==> src/rtl/pipeline_hazard_ctrl.sv <==
// Pipeline hazard controller: PC and pipeline-register load enables and bubble selects.
// Optional PERF_CNT_EN macro adds saturating stall/flush counters.
module pipeline_hazard_ctrl #(
    parameter int unsigned INIT_CYCLES = 2,
    parameter int unsigned CNT_W       = 16
) (
    input  logic             clk,
    input  logic             reset_n,
    input  logic [2:0]       id_sr1_num,
    input  logic [2:0]       id_sr2_num,
    input  logic             id_uses_sr1,
    input  logic             id_uses_sr2,
    input  logic [2:0]       ex_dest,
    input  logic             ex_is_load,
    input  logic             mem_br_taken,
    input  logic             imem_resp,
    input  logic             dmem_req,
    input  logic             dmem_resp,
    output logic             load_pc,
    output logic             load_if_id,
    output logic             load_id_ex,
    output logic             load_ex_mem,
    output logic             load_mem_wb,
    output logic             bubble_if_id,
    output logic             bubble_id_ex,
    output logic             bubble_ex_mem,
    output logic [CNT_W-1:0] stall_cnt,
    output logic [CNT_W-1:0] flush_cnt
);

    localparam int unsigned INIT_W = (INIT_CYCLES > 1) ? $clog2(INIT_CYCLES) : 1;

    typedef enum logic [1:0] {
        ST_INIT     = 2'd0,
        ST_RUN      = 2'd1,
        ST_MEM_WAIT = 2'd2
    } state_t;

    state_t            state;
    logic [INIT_W-1:0] init_cnt;
    logic              init_done_c;
    logic              run_c;
    logic              freeze_c;
    logic              hazard_c;

    assign init_done_c = (INIT_CYCLES <= 1) || (init_cnt == INIT_W'(INIT_CYCLES - 1));
    assign run_c       = (state != ST_INIT);

    // Once waiting on data memory, only the response releases the freeze.
    assign freeze_c = (state == ST_MEM_WAIT) ? !dmem_resp : (dmem_req & !dmem_resp);

    assign hazard_c = ex_is_load &
                      ((id_uses_sr1 & (id_sr1_num == ex_dest)) |
                       (id_uses_sr2 & (id_sr2_num == ex_dest)));

    // State register with next-state logic; reset discards any outstanding wait.
    always_ff @(posedge clk) begin
        if (!reset_n) begin
            state    <= ST_INIT;
            init_cnt <= '0;
        end else begin
            case (state)
                ST_INIT: begin
                    if (init_done_c) begin
                        state <= ST_RUN;
                    end else begin
                        init_cnt <= init_cnt + INIT_W'(1);
                    end
                end
                ST_RUN: begin
                    if (freeze_c) begin
                        state <= ST_MEM_WAIT;
                    end
                end
                ST_MEM_WAIT: begin
                    if (dmem_resp) begin
                        state <= ST_RUN;
                    end
                end
                default: state <= ST_INIT;
            endcase
        end
    end

    // Load/bubble decode in priority order: freeze, flush, load-use, imem miss.
    always_comb begin
        load_pc       = 1'b1;
        load_if_id    = 1'b1;
        load_id_ex    = 1'b1;
        load_ex_mem   = 1'b1;
        load_mem_wb   = 1'b1;
        bubble_if_id  = 1'b0;
        bubble_id_ex  = 1'b0;
        bubble_ex_mem = 1'b0;
        if (!run_c) begin
            bubble_if_id  = 1'b1;
            bubble_id_ex  = 1'b1;
            bubble_ex_mem = 1'b1;
        end else if (freeze_c) begin
            load_pc     = 1'b0;
            load_if_id  = 1'b0;
            load_id_ex  = 1'b0;
            load_ex_mem = 1'b0;
            load_mem_wb = 1'b0;
        end else if (mem_br_taken) begin
            bubble_if_id  = 1'b1;
            bubble_id_ex  = 1'b1;
            bubble_ex_mem = 1'b1;
        end else if (hazard_c) begin
            load_pc      = 1'b0;
            load_if_id   = 1'b0;
            bubble_id_ex = 1'b1;
        end else if (!imem_resp) begin
            load_pc      = 1'b0;
            bubble_if_id = 1'b1;
        end
    end

`ifdef PERF_CNT_EN
    logic [CNT_W-1:0] stall_q;
    logic [CNT_W-1:0] flush_q;
    logic             flush_c;

    assign flush_c = run_c & !freeze_c & mem_br_taken;

    // Saturating event counters.
    always_ff @(posedge clk) begin
        if (!reset_n) begin
            stall_q <= '0;
            flush_q <= '0;
        end else begin
            if (run_c && freeze_c && (stall_q != '1)) begin
                stall_q <= stall_q + CNT_W'(1);
            end
            if (flush_c && (flush_q != '1)) begin
                flush_q <= flush_q + CNT_W'(1);
            end
        end
    end

    assign stall_cnt = stall_q;
    assign flush_cnt = flush_q;
`else
    assign stall_cnt = '0;
    assign flush_cnt = '0;
`endif

endmodule
==> config.mk <==
export PLATFORM = sky130hd
export DESIGN_NAME = pipeline_hazard_ctrl
export DESIGN_NICKNAME = d
export VERILOG_FILES = /design/src/rtl/pipeline_hazard_ctrl.sv
export SDC_FILE = /design/constraint.sdc
export NUM_CORES = 1
export LEC_CHECK = 0
export BUFFER_PORTS_ARGS = -buffer_cell sky130_fd_sc_hd__buf_2
export CAP_MARGIN = 20
export CORE_MARGIN = 4
export CORE_UTILIZATION = 35
export CTS_BUF_LIST = sky130_fd_sc_hd__clkbuf_4 sky130_fd_sc_hd__clkbuf_8 sky130_fd_sc_hd__clkbuf_16
export DETAILED_ROUTE_END_ITERATION = 8
export HOLD_SLACK_MARGIN = 0.03
export PLACE_DENSITY = 0.82
export SLEW_MARGIN = 15
export SYNTH_ARGS = -nofsm -noshare
export SYNTH_HDL_FRONTEND = slang
export SYNTH_SLANG_ARGS = --single-unit
==> constraint.sdc <==
create_clock -name clk -period 1.9 [get_ports clk]
set_input_delay 0.095 -clock clk [delete_from_list [all_inputs] [get_ports clk]]
set_output_delay 0.095 -clock clk [all_outputs]
set_load 0.01 [all_outputs]
==> impl_metrics.json <==
{
  "ctsRootBufferMaster": "clkbuf_4",
  "drc_errors": 0,
  "grt_usage_pct": 8.76,
  "synth_common_cells": "buf_4, xnor2_1, nor2_1, dfxtp_1, o21ai_0",
  "power_mw": 0.311,
  "fin_skew_ns": 0.000554,
  "die_area_um2": 2160,
  "cts_buffer_depth": 2,
  "layout.nets": 113,
  "via_per_inst": 3.89,
  "num-fill-cells": 150,
  "area_growth_pct": 6.76,
  "multi_input_area_um2": 312,
  "antenna_found_initial": 0,
  "yosys_register_bits": 3,
  "syn_area_per_cell_um2": 7.62,
  "ys.flop_type": "dfxtp_1",
  "synth_top_area_cell": "buf_4",
  "postCtsSetupBuffers": 0,
  "die_w_um": 46.5,
  "seqCellArea_um2": 60.1,
  "max_freq_mhz": 689,
  "yosys_warnings": 0,
  "postLayoutCoreUtil_pct": 41.0,
  "synth_area_leaders": "buf_4, dfxtp_1, xnor2_1",
  "clk_pin_slew_worst_paths_ns": 0.04,
  "yosysMostFrequentCell": "buf_4",
  "p_per_area_nw_per_um2": 561,
  "cp.required_ns": 1.80,
  "cts_tree": "yes",
  "criticalPathCategory": "reg2out",
  "crit_fanout": 5,
  "vias": 424,
  "status": "complete, no violations",
  "num_rows": 13,
  "wl_per_cell_um": 8.45,
  "fin_area_um2": 553,
  "crit_path_start_kind": "register",
  "initial_utilization_pct": 38.4,
  "place_congestion": 0.581,
  "hold_class": "in2reg",
  "diodes": 0,
  "setup_violations": 0,
  "ys_seq_area_share_pct": 11.6,
  "synth_top_area_share_pct": 49.3,
  "synth-async-reset-ratio_pct": 0,
  "grt_pass1_wl_um": 1260,
  "io_pins": 58,
  "place_ws_ns": 0.689,
  "numCtsBuffers": 3,
  "synth_cell_type_count": 19,
  "drive_gt1_share_pct": 33.0,
  "h-tree-depth": 1,
  "arrival_ns": 1.36,
  "period_share_pct": 76.4,
  "hold_buffers": 0,
  "rsz0062_at_grt": "false",
  "cts.repair.resized": 0,
  "drv_cap": 0,
  "cts.sinks": 3,
  "ir_worst_vdd_mv": 0.252,
  "final_antenna_net_count": 0,
  "grt_max_degree": 6,
  "synth_edf_count": 0,
  "grt-ovfl-total": 0,
  "drt_wl_total_um": 921,
  "critPathCaptureType": "output port",
  "netlist_instances": 68,
  "portBuffers": 25,
  "fin_setup_tns_ns": 0,
  "firstDrtPassIters": 3,
  "leakage_nw": 0.303,
  "coreArea_um2": 1350,
  "die_y_um": 46.5,
  "fin_ws_ns": 0.449,
  "slew_violations": 0,
  "syn_area_um2": 518,
  "grt_pass1_vias": 328,
  "hold_violations": 0,
  "post-route-min-period_ns": 1.45,
  "clk_latency_ns": 0.23,
  "dpl_cell_area_um2": 523,
  "drtIter0Drc": 3
}
final cells by class:
| class | count | share of cell area, % |
|---|---|---|
| sequential | 3 | 10.9 |
| tap | 15 | 3.39 |
| clock buffer | 4 | 5.43 |
| multi-input combinational | 60 | 56.3 |
| timing repair buffer | 25 | 22.6 |
| inverter | 2 | 1.36 |
critical path, stage by stage (launching register included):
cell	delay, ns
dfxtp_1	0.37
nand2_1	0.13
a21oi_4	0.22
inv_1	0.10
a21o_1	0.16
buf_2	0.13
path summary, 6_finish.rpt:
kind	startpoint	cells past startpoint	endpoint	slack, ns
setup / recovery	state[0]	5	bubble_id_ex	0.45
hold / removal	reset_n	2	init_cnt	0.10
setup reg to reg	state[0]	3	state[1]	0.95
hold reg to reg	init_cnt	1	init_cnt	0.48
kinds of logic (layout without fill, tap and decap cells):
| logic type | count (synthesis) | count (layout) | synth area share (%) |
|---|---|---|---|
| compound gates | 12 | 12 | 17.4 |
| xor+xnor | 6 | 6 | 10.1 |
| buf+inv | 36 | 31 | 50.7 |
| flops | 3 | 3 | 11.6 |
| other cells | 1 | 32 | 0.724 |
| simple gates | 10 | 10 | 9.42 |
sequential cells by signal, indices dropped and copies added, names as in the netlist:
name / flops
state: 2
init_cnt: 1
layout by cell type, fill, tap and decap left out, drive strengths merged:
cell	instances
a211oi	1
a21boi	1
a21o	2
a21oi	3
and3	1
buf	25
clkbuf	4
conb	32
dfxtp	3
inv	2
nand2	1
nand2b	1
nand4	2
nor2	4
nor3	1
o21a	1
o21ai	3
o31ai	1
xnor2	6
where the power goes:
part	leakage, nW	internal, mW	switching, mW
Sequential	0.0249	0.0685	0.00443
Clock	0.0184	0.0928	0.0307
Combinational	0.260	0.0433	0.0707
through the flow:
stage	hold slack (ns)	std cells
after floorplan	0.213	99
after global placement	0.338	105
after detailed placement	0.345	105
after CTS	0.102	109
after global routing	0.116	109
final	0.105	109
routing by layer:
metal  GRT usage [%]  vias to the layer above  share of wire (%)
li1                -                      211                  -
met1            7.57                      175                 27
met2            15.4                       36                 52
met3            2.73                        2                 19
met4            8.52                        0                1.5
met5               0                        -                  0
(Power assumes the default switching activity.)
